### src/rtl/fetch_pc_stage_if.sv
// Instruction-memory request/ready bus between the fetch stage (master) and imem (slave).
interface fetch_pc_stage_if #(
    parameter int unsigned XLEN = 32
);
    logic            imem_req;
    logic [XLEN-1:0] imem_addr;
    logic            imem_ready;
    logic [31:0]     imem_rdata;

    modport master (output imem_req, imem_addr, input  imem_ready, imem_rdata);
    modport slave  (input  imem_req, imem_addr, output imem_ready, imem_rdata);
endinterface

### src/rtl/fetch_pc_stage.sv
// IF stage: owns the PC, fetches over the imem bus, loads IF/ID; one-entry skid
// absorbs stalls, wrong-path requests are drained in DROP after a redirect.
module fetch_pc_stage #(
    parameter int unsigned     XLEN      = 32,
    parameter logic [XLEN-1:0] RESET_PC  = '0,
    parameter logic [31:0]     NOP_INSTR = 32'h0000_0013
) (
    input  logic                clk,
    input  logic                rst_n,
    input  logic                stall,
    input  logic                redirect_valid,
    input  logic [XLEN-1:0]     redirect_pc,
    fetch_pc_stage_if.master    imem,
    output logic                if_id_valid,
    output logic [XLEN-1:0]     if_id_pc,
    output logic [31:0]         if_id_instr
);
    typedef enum logic [1:0] {BOOT, FETCH, HOLD, DROP} state_e;

    state_e          state_q, state_d;
    logic [XLEN-1:0] pc_q, pc_d;
    logic [XLEN-1:0] pend_q, pend_d;
    logic [XLEN-1:0] skid_pc_q, skid_pc_d;
    logic [31:0]     skid_instr_q, skid_instr_d;
    logic            req_q, req_d;
    logic            valid_d;
    logic [XLEN-1:0] ipc_d;
    logic [31:0]     instr_d;
    logic [XLEN-1:0] redir_tgt;
    logic [XLEN-1:0] pc_inc;

    // imem_addr is the PC register itself; in DROP the PC still holds the stale address.
    assign imem.imem_req  = req_q;
    assign imem.imem_addr = pc_q;

    assign redir_tgt = redirect_pc & ~XLEN'(3);
    assign pc_inc    = pc_q + XLEN'(4);

    always_ff @(posedge clk or negedge rst_n) begin
        if (!rst_n) begin
            state_q      <= BOOT;
            pc_q         <= RESET_PC;
            pend_q       <= '0;
            skid_pc_q    <= '0;
            skid_instr_q <= '0;
            req_q        <= 1'b0;
            if_id_valid  <= 1'b0;
            if_id_pc     <= '0;
            if_id_instr  <= NOP_INSTR;
        end else begin
            state_q      <= state_d;
            pc_q         <= pc_d;
            pend_q       <= pend_d;
            skid_pc_q    <= skid_pc_d;
            skid_instr_q <= skid_instr_d;
            req_q        <= req_d;
            if_id_valid  <= valid_d;
            if_id_pc     <= ipc_d;
            if_id_instr  <= instr_d;
        end
    end

    always_comb begin
        state_d      = state_q;
        pc_d         = pc_q;
        pend_d       = pend_q;
        skid_pc_d    = skid_pc_q;
        skid_instr_d = skid_instr_q;
        valid_d      = if_id_valid;
        ipc_d        = if_id_pc;
        instr_d      = if_id_instr;

        unique case (state_q)
            BOOT: begin
                state_d = FETCH;
                if (redirect_valid) begin
                    pc_d    = redir_tgt;
                    valid_d = 1'b0;
                    instr_d = NOP_INSTR;
                end
            end
            FETCH: begin
                if (redirect_valid) begin
                    valid_d = 1'b0;
                    instr_d = NOP_INSTR;
                    if (imem.imem_ready) begin
                        pc_d = redir_tgt;
                    end else begin
                        pend_d  = redir_tgt;
                        state_d = DROP;
                    end
                end else if (imem.imem_ready) begin
                    pc_d = pc_inc;
                    if (stall) begin
                        skid_pc_d    = pc_q;
                        skid_instr_d = imem.imem_rdata;
                        state_d      = HOLD;
                    end else begin
                        valid_d = 1'b1;
                        ipc_d   = pc_q;
                        instr_d = imem.imem_rdata;
                    end
                end else if (!stall) begin
                    valid_d = 1'b0;
                    instr_d = NOP_INSTR;
                end
            end
            HOLD: begin
                if (redirect_valid) begin
                    pc_d    = redir_tgt;
                    valid_d = 1'b0;
                    instr_d = NOP_INSTR;
                    state_d = FETCH;
                end else if (!stall) begin
                    valid_d = 1'b1;
                    ipc_d   = skid_pc_q;
                    instr_d = skid_instr_q;
                    state_d = FETCH;
                end
            end
            DROP: begin
                valid_d = 1'b0;
                instr_d = NOP_INSTR;
                if (imem.imem_ready) begin
                    pc_d    = redirect_valid ? redir_tgt : pend_q;
                    state_d = FETCH;
                end else if (redirect_valid) begin
                    pend_d = redir_tgt;
                end
            end
            default: state_d = BOOT;
        endcase

        req_d = (state_d == FETCH) || (state_d == DROP);
    end
endmodule

### src/flat_wrapper.sv
// flat-port wrapper written by rule: the top's interface ports become plain ports
module fetch_pc_stage_flat 
#(
    parameter int unsigned     XLEN      = 32,
    parameter logic [XLEN-1:0] RESET_PC  = '0,
    parameter logic [31:0]     NOP_INSTR = 32'h0000_0013
)
  (clk, rst_n, stall, redirect_valid, redirect_pc, if_id_valid, if_id_pc, if_id_instr, imem_imem_req, imem_imem_addr, imem_imem_ready, imem_imem_rdata);
  fetch_pc_stage_if #(.XLEN(XLEN)) imem_i ();
  input  logic clk;
  input  logic rst_n;
  input  logic stall;
  input  logic redirect_valid;
  input  logic [XLEN-1:0] redirect_pc;
  output logic if_id_valid;
  output logic [XLEN-1:0] if_id_pc;
  output logic [31:0] if_id_instr;
  output wire logic [$bits(imem_i.imem_req)-1:0] imem_imem_req;
  output wire logic [$bits(imem_i.imem_addr)-1:0] imem_imem_addr;
  input wire logic [$bits(imem_i.imem_ready)-1:0] imem_imem_ready;
  input wire logic [$bits(imem_i.imem_rdata)-1:0] imem_imem_rdata;
  assign imem_imem_req = imem_i.imem_req;
  assign imem_imem_addr = imem_i.imem_addr;
  assign imem_i.imem_ready = imem_imem_ready;
  assign imem_i.imem_rdata = imem_imem_rdata;
  fetch_pc_stage #(.XLEN(XLEN), .RESET_PC(RESET_PC), .NOP_INSTR(NOP_INSTR)) u_core (.clk(clk), .rst_n(rst_n), .stall(stall), .redirect_valid(redirect_valid), .redirect_pc(redirect_pc), .imem(imem_i), .if_id_valid(if_id_valid), .if_id_pc(if_id_pc), .if_id_instr(if_id_instr));
endmodule
### config.mk
export PLATFORM = sky130hd
export DESIGN_NAME = fetch_pc_stage_flat
export DESIGN_NICKNAME = d
export VERILOG_FILES = /design/src/rtl/fetch_pc_stage_if.sv /design/src/rtl/fetch_pc_stage.sv /design/src/flat_wrapper.sv
export SDC_FILE = /design/constraint.sdc
export NUM_CORES = 1
export LEC_CHECK = 0
export ABC_AREA = 1
export BUFFER_PORTS_ARGS = -buffer_cell sky130_fd_sc_hd__buf_4
export CAP_MARGIN = 25
export CELL_PAD_IN_SITES_DETAIL_PLACEMENT = 0
export CELL_PAD_IN_SITES_GLOBAL_PLACEMENT = 2
export CORE_MARGIN = 2
export CORE_UTILIZATION = 36
export CTS_BUF_LIST = sky130_fd_sc_hd__clkbuf_4 sky130_fd_sc_hd__clkbuf_8
export CTS_CLUSTER_SIZE = 8
export DETAILED_ROUTE_END_ITERATION = 8
export PLACE_DENSITY = 0.9
export REMOVE_ABC_BUFFERS = 1
export SYNTH_ARGS = -nofsm -noshare
export SYNTH_HDL_FRONTEND = slang
export SYNTH_SLANG_ARGS = --single-unit
### constraint.sdc
create_clock -name clk -period 5.3 [get_ports clk]
set_input_delay 0.53 -clock clk [delete_from_list [all_inputs] [get_ports clk]]
set_output_delay 0.53 -clock clk [all_outputs]
set_load 0.05 [all_outputs]
==> flow_summary.json, run 1 <==
{
  "post_synth.cell_area_avg_sq_um": 7.80,
  "sw_frac_of_total": 0.513,
  "critical_path_arrival_ps": 3990,
  "drc_violations_left": 0,
  "grt_max_degree": 108,
  "synthArstFlopShare": 1.00,
  "grt_setup_unrepaired": "false",
  "netlist-cell-type-count": 33,
  "nFillCells": 2744,
  "rows": 60,
  "synth_area_leaders": "sky130_fd_sc_hd__dfrtp_1 50%, sky130_fd_sc_hd__nand2_1 15%, sky130_fd_sc_hd__o21ai_0 6.6%",
  "cts.repair_timing.setup_buffer_count": 0,
  "status": "finished, final reports clean",
  "floorplan.die_area_sq_um": 28200,
  "syn_area_sq_um": 9680,
  "first_iter_violations": 616,
  "cts_tree": "yes",
  "ant_nets": 0,
  "cts_made_buffers": 17,
  "rr_startpoint": "u_core.state_q[1]",
  "timing.setup.tns_ps": 0,
  "number_of_synthesized_flops_with_an_enable_pin": 0,
  "final_critical_path_share_of_the_clock_period": 0.687,
  "clk_pin_slew_ps": 110,
  "post-synth-top-count-cell": "sky130_fd_sc_hd__nand2_1",
  "clock_skew_ps": 27.4,
  "overflow": 0,
  "design.portCount": 167,
  "worstSetupEndpointType": "register",
  "grt_antenna_before_repair": 1,
  "yosys_most_used_dff": "sky130_fd_sc_hd__dfrtp_1",
  "synthesis.instances": 1241,
  "comb_power_share": 0.523,
  "power.leakage_nw": 5.72,
  "net-switching-power_mw": 3.88,
  "h-tree-depth": 4,
  "max-clock-path-buffers": 2,
  "setup_slack_of_the_critical_path_after_layout_ps": 1660,
  "buffer_ports.inserted": 164,
  "vdd.ir_drop.worst_mv": 0.257,
  "yosys_reg_bits": 195,
  "floorplan_core_area_sq_um": 26700,
  "hold_buffers": 0,
  "placed_instance_count": 1691,
  "wl_mm": 29.2,
  "placement.setup.worst_slack_ps": 1620,
  "synth_top_cell_area_share": 0.496,
  "worstSetupPathType": "reg -> reg",
  "chipHeight_um": 168,
  "global_route_wire_length_before_repair_mm": 47.2,
  "cap_violations": 0,
  "grt_pass1_vias": 8404,
  "number_of_iterations_in_the_first_detailed_routing_pass": 5,
  "clock_insertion_delay_worst_skew_ps": 490,
  "hold_viol": 0,
  "grt_util_all_layers": 0.212,
  "reg2regPathDepth": 13,
  "yosysTopAreaCell": "sky130_fd_sc_hd__dfrtp_1",
  "routed-via-count": 8725,
  "post_synth_most_frequent_cells": "399 x sky130_fd_sc_hd__nand2_1, 192 x sky130_fd_sc_hd__dfrtp_1, 127 x sky130_fd_sc_hd__o21ai_0, 102 x sky130_fd_sc_hd__inv_1, 92 x sky130_fd_sc_hd__nor2_1",
  "synth.yosys.warnings": 0,
  "worst-endpoint-required_ps": 5650,
  "floorplan.initialDensity": 0.363,
  "area_delta_synth_final_pct": 20.1,
  "die_w_um": 168,
  "start_kind": "register",
  "r2r-end": "u_core.skid_pc_q[11]",
  "r2r_setup_slk_ps": 1660,
  "detail_route.wl_per_cell_um": 17.0,
  "worstPathMaxFanout": 48,
  "seq_power_share": 0.340,
  "final_period_minus_worst_setup_slack_ps": 3640,
  "ys_seq_area_frac": 0.505,
  "internal_power_mw": 3.68,
  "place_hpwl_mm": 19.2,
  "clkSinkCount": 195,
  "slew_viol_final": 0,
  "worstMarginPinSlew_ps": 1050,
  "finalWeightedCongestion": 0.826,
  "num_antenna_cells": 0,
  "post_cts_resized": 0,
  "timing.slew.headroom": 0.298,
  "clk_root_buffer_cell": "sky130_fd_sc_hd__clkbuf_8",
  "final-instance-count-excl-fill": 1723,
  "timing.fmax_mhz": 274,
  "power_per_cell_area_nw_per_um2": 651,
  "timing.hold.worst.class": "in -> async",
  "setup_viol": 0,
  "clkPwrFrac": 0.137,
  "finalNetCount": 1444,
  "post_route_cells_drive_above_1_share": 0.183,
  "viasPerCell": 5.06
}
==> registers in the layout, indices dropped and copies added, names as in the netlist <==
register	cells
u_core.if_id_pc	32
u_core.pend_q	32
u_core.if_id_instr	32
u_core.skid_instr_q	32
u_core.if_id_valid	1
u_core.skid_pc_q	32
u_core.imem.imem_addr	32
u_core.state_q	2
==> power groups by stage <==
stage | sequential, mW | combinational (mW) | clock (mW)
3_3_place_gp | 2.58 | 3.89 | 0
6_report | 2.57 | 3.95 | 1.03
4_1_cts | 2.57 | 3.99 | 1.07
3_5_place_dp | 2.60 | 3.99 | 0
2_1_floorplan | 3.51 | 1.72 | 0
5_1_grt | 2.65 | 4.36 | 1.13
==> cell usage in the layout, fill, tap and decap left out, drive strengths merged <==
| master | n |
|---|---|
| nand2 | 399 |
| dfrtp | 192 |
| buf | 179 |
| o21ai | 128 |
| inv | 111 |
| nor2 | 96 |
| nand3 | 71 |
| a21oi | 68 |
| o22ai | 58 |
| clkbuf | 18 |
| a31oi | 9 |
| clkinv | 9 |
| a22oi | 7 |
| nor3 | 6 |
| ha | 6 |
| a32oi | 4 |
| nand4 | 4 |
| o211ai | 3 |
| o21a | 3 |
| dfstp | 3 |
| o31ai | 2 |
| o2111ai | 1 |
| a41oi | 1 |
| o41ai | 1 |
| o221ai | 1 |
| a221oi | 1 |
| nand3b | 1 |
==> kinds of logic after synthesis <==
| kind of cell | share of synthesized area |
|---|---|
| fa+ha+maj | 0.00776 |
| compound gates | 0.177 |
| buf+inv | 0.0743 |
| flops | 0.505 |
| simple gates | 0.236 |
==> per-layer routing <==
layer / up-vias / wire length (um) / global-route usage
met5: - / 16 / 0
met4: 2 / 328 / 0.0442
met3: 21 / 1780 / 0.0501
met2: 250 / 13400 / 0.338
met1: 4130 / 13700 / 0.296
li1: 4322 / - / -
==> layout make-up <==
cell class                 instances  area, sq um  share of cell area
clock buffer                      17          234              0.0201
tap                              341          427              0.0367
inverter                         105          394              0.0339
timing repair buffer             180         1400               0.121
sequential                       195         4880               0.420
multi-input combinational        870         4080               0.351
clock inverter                    15          199              0.0171
==> critical path, stage by stage (launching register included) <==
cell and delay, ps:
sky130_fd_sc_hd__dfrtp_1 460, sky130_fd_sc_hd__inv_1 110, sky130_fd_sc_hd__ha_1 520, sky130_fd_sc_hd__inv_2 470, sky130_fd_sc_hd__nor2_2 170, sky130_fd_sc_hd__buf_4 280, sky130_fd_sc_hd__nand2_1 90, sky130_fd_sc_hd__buf_4 260
sky130_fd_sc_hd__nor2_2 110, sky130_fd_sc_hd__buf_4 350, sky130_fd_sc_hd__inv_2 260, sky130_fd_sc_hd__buf_12 250, sky130_fd_sc_hd__nand2_1 70, sky130_fd_sc_hd__o21ai_0 80
==> through the flow <==
| stage | power, mW | cell area [sq um] | util | hold slack, ps |
|---|---|---|---|---|
| 3_3_place_gp | 6.47 | 11100 | 0.418 | 453 |
| 2_1_floorplan | 5.22 | 9350 | - | 234 |
| 3_5_place_dp | 6.59 | 11200 | 0.420 | 462 |
| 4_1_cts | 7.63 | 11600 | 0.436 | 191 |
| 5_1_grt | 8.14 | 11600 | 0.436 | 211 |
| 6_report | 7.56 | 11600 | 0.436 | 134 |
==> how the worst max path moves through the flow <==
stage,start,endpoint,cells after the start
detailed placement,u_core.state_q[1],u_core.skid_pc_q[11],13
finish,u_core.state_q[1],u_core.skid_pc_q[11],13
CTS,u_core.state_q[1],u_core.state_q[1],12
global route,u_core.state_q[0],u_core.state_q[1],11
global placement,u_core.state_q[1],u_core.skid_pc_q[17],12
floorplan,u_core.state_q[0],u_core.skid_instr_q[31],7
Power figures use the tool's default switching activity.
==> run 2: changes to the inputs <==
--- a/config.mk
+++ b/config.mk
@@ -11,11 +11,11 @@
 export CELL_PAD_IN_SITES_DETAIL_PLACEMENT = 0
 export CELL_PAD_IN_SITES_GLOBAL_PLACEMENT = 2
 export CORE_MARGIN = 2
-export CORE_UTILIZATION = 36
+export CORE_UTILIZATION = 34
 export CTS_BUF_LIST = sky130_fd_sc_hd__clkbuf_4 sky130_fd_sc_hd__clkbuf_8
 export CTS_CLUSTER_SIZE = 8
 export DETAILED_ROUTE_END_ITERATION = 8
-export PLACE_DENSITY = 0.9
+export PLACE_DENSITY = 0.86
 export REMOVE_ABC_BUFFERS = 1
 export SYNTH_ARGS = -nofsm -noshare
 export SYNTH_HDL_FRONTEND = slang
==> constraint.sdc (replaced) <==
create_clock -name clk -period 3.4 [get_ports clk]
set_input_delay 0.34 -clock clk [delete_from_list [all_inputs] [get_ports clk]]
set_output_delay 0.34 -clock clk [all_outputs]
set_load 0.05 [all_outputs]
==> run 2 against run 1 <==
Total power up 57%. Critical path depth fell by 1. Via count is 1.2% lower. Non-clock buffer count rose by 7. First-iteration DRC count up 6.0%. Sequential power rose by 56%. Final area is 1.1% higher. Worst hold slack worse by 53 ps. Flip-flop and latch count stayed put. Register-to-register slack got worse by 870 ps. Critical path type unchanged. Highest routed layer is now met4.
==> flow_summary.json, run 2 (synthesized netlist as in run 1, its figures left out) <==
{
  "cts.repair_timing.setup_buffer_count": 0,
  "grt_setup_unrepaired": "false",
  "start_kind": "register",
  "first_iter_violations": 653,
  "grt_pass1_vias": 8386,
  "design.portCount": 167,
  "hold_start": "redirect_pc[3]",
  "slew_viol_final": 0,
  "power_per_cell_area_nw_per_um2": 1010,
  "h-tree-depth": 4,
  "reg2regPathDepth": 12,
  "cts_tree": "yes",
  "worstMarginPinSlew_ps": 853,
  "status": "finished, final reports clean",
  "nFillCells": 2955,
  "place_hpwl_mm": 19.9,
  "placed_area_sq_um": 11300,
  "floorplan_core_area_sq_um": 27900,
  "finalWeightedCongestion": 0.789,
  "clkSinkCount": 195,
  "r2r_setup_slk_ps": 790,
  "post_cts_resized": 0,
  "final_critical_path_share_of_the_clock_period": 0.769,
  "die_w_um": 173,
  "r2r-end": "u_core.if_id_instr[0]",
  "num_antenna_cells": 0,
  "area_delta_synth_final_pct": 21.4,
  "chipHeight_um": 173,
  "grt_util_all_layers": 0.199,
  "worstSetupEndpointType": "register",
  "overflow": 0,
  "floorplan.die_area_sq_um": 29800,
  "timing.setup.tns_ps": 0,
  "clock_insertion_delay_worst_skew_ps": 480,
  "global_route_wire_length_before_repair_mm": 47.4,
  "worstPathMaxFanout": 35,
  "layout.cells.most_common_list": "399 x sky130_fd_sc_hd__nand2_1, 192 x sky130_fd_sc_hd__dfrtp_1, 179 x sky130_fd_sc_hd__buf_4, 126 x sky130_fd_sc_hd__o21ai_0, 102 x sky130_fd_sc_hd__inv_1",
  "wl_mm": 29.5,
  "timing.slew.headroom": 0.431,
  "timing.hold.worst.class": "in -> reg",
  "seqCellArea_sq_um": 4880,
  "worstSetupPathType": "reg -> reg",
  "fin_util": 0.421,
  "number_of_iterations_in_the_first_detailed_routing_pass": 7,
  "post_route_cells_drive_above_1_share": 0.186,
  "worst-endpoint-required_ps": 3800,
  "design_power_total_mw": 11.8,
  "rr_startpoint": "u_core.state_q[1]",
  "power.leakage_nw": 5.76,
  "ant_nets": 0,
  "clk_root_buffer_cell": "sky130_fd_sc_hd__clkbuf_8",
  "viasPerCell": 4.88,
  "clock_skew_ps": 25.2,
  "finalNetCount": 1451,
  "max-clock-path-buffers": 2,
  "multi_input_comb_area_sq_um": 4080,
  "grt_antenna_before_repair": 0,
  "buffer_ports.inserted": 164,
  "floorplan.initialDensity": 0.346,
  "cts_made_buffers": 17,
  "grt_max_degree": 93,
  "setup_viol": 0,
  "mostFrequentLayoutCell": "sky130_fd_sc_hd__nand2_1",
  "critical_path_arrival_ps": 3010,
  "final_cell_area_excluding_filler_cells_sq_um": 11800,
  "vdd.ir_drop.worst_mv": 0.319,
  "drc_violations_left": 0,
  "rows": 61,
  "hold_viol": 0,
  "clk_pin_slew_ps": 110,
  "final_period_minus_worst_setup_slack_ps": 2610,
  "min_path_cells": 3,
  "routed-via-count": 8623,
  "final.hold.worst_slack_ps": 81.8,
  "endpoint_of_the_worst_hold_timing_path": "u_core.pend_q[3]",
  "detail_route.wl_per_cell_um": 16.7,
  "timing.fmax_mhz": 383,
  "cap_violations": 0
}
[run 2: repair_timing]
action,CTS,global route
hold buffers,1,0
setup endpoints to repair,0,0
hold endpoints to repair,24,0
[run 2: final cells by class]
cell class                 count  area share
clock buffer                  17      0.0199
inverter                     105      0.0335
timing repair buffer         187       0.127
multi-input combinational    870       0.347
clock inverter                15      0.0164
sequential                   195       0.415
tap                          378      0.0402
[run 2: where the power goes]
group	switching (mW)	internal (mW)	total, mW
clock network	0.962	0.691	1.65
logic	4.32	1.84	6.16
registers	0.690	3.33	4.02
total	5.97	5.86	11.8
[run 2: routing by layer]
metal  GRT usage  part of all wire
met5           0                 0
met4      0.0410             0.011
met3      0.0446             0.056
met2       0.322              0.46
met1       0.275              0.47
[run 2: worst max path at each step]
stage | cells after the start | slack (ps) | from | to
final | 12 | 790 | u_core.state_q[1] | u_core.if_id_instr[0]
after global routing | 11 | 580 | u_core.state_q[0] | u_core.if_id_instr[0]
after CTS | 11 | 750 | u_core.state_q[0] | u_core.if_id_instr[0]
after detailed placement | 12 | 790 | u_core.state_q[1] | u_core.if_id_instr[0]
after global placement | 12 | 790 | u_core.state_q[1] | u_core.if_id_instr[1]
after floorplan | 7 | -1350 | u_core.state_q[0] | u_core.skid_instr_q[31]
[run 2: critical path, cell delays in order, from the launching register on]
cell                      delay, ps
sky130_fd_sc_hd__dfrtp_1        460
sky130_fd_sc_hd__inv_1          100
sky130_fd_sc_hd__ha_1           210
sky130_fd_sc_hd__inv_2          170
sky130_fd_sc_hd__nor2_2          40
sky130_fd_sc_hd__buf_4          220
sky130_fd_sc_hd__nand2_1        120
sky130_fd_sc_hd__buf_4          330
sky130_fd_sc_hd__nand2_1        110
sky130_fd_sc_hd__nor2_2         140
sky130_fd_sc_hd__buf_4          380
sky130_fd_sc_hd__nand3_1        130
sky130_fd_sc_hd__o21a_1         130
[run 2: through the flow]
stage          worst slack, ps  std cells
6_report                   786       1767
5_1_grt                    582       1767
4_1_cts                    753       1767
3_5_place_dp               785       1734
3_3_place_gp               789       1732
2_1_floorplan            -1350       1170
==> run 3: changes to the inputs <==
--- a/config.mk
+++ b/config.mk
@@ -11,11 +11,11 @@
 export CELL_PAD_IN_SITES_DETAIL_PLACEMENT = 0
 export CELL_PAD_IN_SITES_GLOBAL_PLACEMENT = 2
 export CORE_MARGIN = 2
-export CORE_UTILIZATION = 34
+export CORE_UTILIZATION = 30
 export CTS_BUF_LIST = sky130_fd_sc_hd__clkbuf_4 sky130_fd_sc_hd__clkbuf_8
 export CTS_CLUSTER_SIZE = 8
 export DETAILED_ROUTE_END_ITERATION = 8
-export PLACE_DENSITY = 0.86
+export PLACE_DENSITY = 0.81
 export REMOVE_ABC_BUFFERS = 1
 export SYNTH_ARGS = -nofsm -noshare
 export SYNTH_HDL_FRONTEND = slang
==> constraint.sdc (replaced) <==
create_clock -name clk -period 2.2 [get_ports clk]
set_input_delay 0.22 -clock clk [delete_from_list [all_inputs] [get_ports clk]]
set_output_delay 0.22 -clock clk [all_outputs]
set_load 0.05 [all_outputs]
==> run 3 against run 2 <==
Maximum frequency up 26%. Via count up 4.5%. Total power up 58%. Combinational power up 62%. Clock power up 54%. Sequential power up 53%. Non-clock buffer count up 77. Highest routed layer unchanged.
==> flow_summary.json, run 3 (synthesized netlist as in run 1, its figures left out) <==
{
  "max-clock-path-buffers": 2,
  "timing.fmax_mhz": 482,
  "min_path_cells": 3,
  "global_route_wire_length_before_repair_mm": 49.2,
  "layout.cells.most_common_list": "399 x sky130_fd_sc_hd__nand2_1, 203 x sky130_fd_sc_hd__buf_4, 190 x sky130_fd_sc_hd__dfrtp_1, 126 x sky130_fd_sc_hd__o21ai_0, 101 x sky130_fd_sc_hd__inv_1",
  "placed_instance_count": 1785,
  "final_period_minus_worst_setup_slack_ps": 2070,
  "post_route_cells_drive_above_1_share": 0.201,
  "met2_usage": 0.312,
  "num_antenna_cells": 0,
  "worstMarginPinSlew_ps": 595,
  "detail_route.wl_per_cell_um": 17.0,
  "cts_tree": "yes",
  "timing.hold.worst.class": "in -> reg",
  "slew_viol_final": 0,
  "global_route.usage.met1": 0.258,
  "routed-via-count": 9011,
  "r2r-end": "u_core.if_id_pc[1]",
  "clock_skew_ps": 18.6,
  "grt-busiest-layer": "met2",
  "clkSinkCount": 195,
  "critPathLaunch": "u_core.state_q[1]",
  "drc_violations_left": 0,
  "rows": 65,
  "mostFrequentLayoutCell": "sky130_fd_sc_hd__nand2_1",
  "viasPerCell": 4.82,
  "power_per_cell_area_nw_per_um2": 1490,
  "finalWeightedCongestion": 0.822,
  "critical_path_arrival_ps": 2430,
  "timing.slew.headroom": 0.603,
  "grt_pass1_vias": 8684,
  "cap_violations": 0,
  "final_critical_path_share_of_the_clock_period": 0.942,
  "overflow": 0,
  "setup_viol": 0,
  "wl_mm": 31.7,
  "grt_setup_unrepaired": "false",
  "vdd.ir_drop.worst_mv": 0.604,
  "r2r_setup_slk_ps": 130,
  "design.portCount": 167,
  "grt.met3_usage": 0.0359,
  "number_of_iterations_in_the_first_detailed_routing_pass": 5,
  "clk_pin_slew_ps": 110,
  "placed_area_sq_um": 11600,
  "final_cell_area_excluding_filler_cells_sq_um": 12500,
  "reg2regPathDepth": 9,
  "cts_made_buffers": 17,
  "power.leakage_nw": 6.11,
  "first_iter_violations": 599,
  "hold_viol": 0,
  "h-tree-depth": 4,
  "floorplan.die_area_sq_um": 33700,
  "grt_antenna_before_repair": 0,
  "status": "finished, final reports clean",
  "buffer_ports.inserted": 164,
  "start_kind": "register",
  "ant_nets": 0,
  "grt_max_degree": 61,
  "floorplan.initialDensity": 0.306,
  "final-instance-count-excl-fill": 1868,
  "design_power_total_mw": 18.7,
  "grt_util_all_layers": 0.188,
  "crit_end": "u_core.if_id_pc[1]",
  "worstSetupPathType": "reg -> reg",
  "place_hpwl_mm": 21.3,
  "chipHeight_um": 184,
  "worstSetupEndpointType": "register",
  "finalNetCount": 1528,
  "clk_root_buffer_cell": "sky130_fd_sc_hd__clkbuf_8",
  "worstPathMaxFanout": 17,
  "floorplan_core_area_sq_um": 31600,
  "clock_insertion_delay_worst_skew_ps": 480,
  "area_delta_synth_final_pct": 29.6,
  "rr_startpoint": "u_core.state_q[1]",
  "worst-endpoint-required_ps": 2560,
  "die_w_um": 184
}
-- run 3: changes by cell type in the layout (fill, tap and decap cells not counted), sizes merged --
cell and delta:
buf +29, clkbuf +3, clkinv -1, clkinvlp +1, dlygate4sd3 +46, inv -1
-- run 3: worst max-delay path: stages, from the launching register on --
cell and delay (ps):
sky130_fd_sc_hd__dfrtp_2 470, sky130_fd_sc_hd__inv_1 90, sky130_fd_sc_hd__ha_2 240, sky130_fd_sc_hd__inv_2 70
sky130_fd_sc_hd__nor2_2 150, sky130_fd_sc_hd__inv_2 130, sky130_fd_sc_hd__a221oi_4 290, sky130_fd_sc_hd__buf_4 210
sky130_fd_sc_hd__clkbuf_16 210, sky130_fd_sc_hd__a21oi_1 80
-- run 3: final cells by class --
class                      count  area, sq um
fill                        3299        19100
sequential                   195         4890
multi-input combinational    870         4090
timing repair buffer         264         2260
tap                          402          503
inverter                     105          394
clock buffer                  18          248
clock inverter                14          165
-- run 3: worst min path at each step --
stage                                    from                       to  slack (ps)
final                     imem_imem_rdata[14]  u_core.skid_instr_q[14]          40
after global routing      imem_imem_rdata[24]  u_core.skid_instr_q[24]           4
after CTS                 imem_imem_rdata[27]  u_core.skid_instr_q[27]           2
after detailed placement                rst_n      u_core.if_id_pc[30]         200
after global placement                  rst_n      u_core.if_id_pc[30]         200
after floorplan                         rst_n   u_core.if_id_instr[10]         -80
-- run 3: what timing repair did --
item / in CTS / in global routing
hold buffers: 47 / 0
resized for setup: 0 / 6
endpoints found under the setup margin: 0 / 78
hold endpoints to repair: 89 / 0
buffers inserted: 0 / 2
-- run 3: metal layers --
| metal | up-vias | wire length (um) |
|---|---|---|
| met5 | - | 0 |
| met4 | 0 | 169 |
| met3 | 10 | 1740 |
| met2 | 250 | 15000 |
| met1 | 4259 | 14700 |
| li1 | 4492 | - |
-- run 3: per-stage QoR --
stage / setup slack [ps] / hold WS (ps) / utilization / TNS [ps]
6_report: 127 / 38.7 / 0.396 / 0
5_1_grt: 5.43 / 3.51 / 0.396 / 0
4_1_cts: 70.6 / 1.58 / 0.394 / 0
3_5_place_dp: 116 / 199 / 0.366 / 0
3_3_place_gp: 173 / 204 / 0.366 / 0
2_1_floorplan: -2550 / -75.6 / - / -344730
-- run 3: power breakdown --
group	internal (mW)	switching, mW
Sequential	5.15	1.02
Clock	1.08	1.46
Combinational	3.16	6.87
Total	9.39	9.36
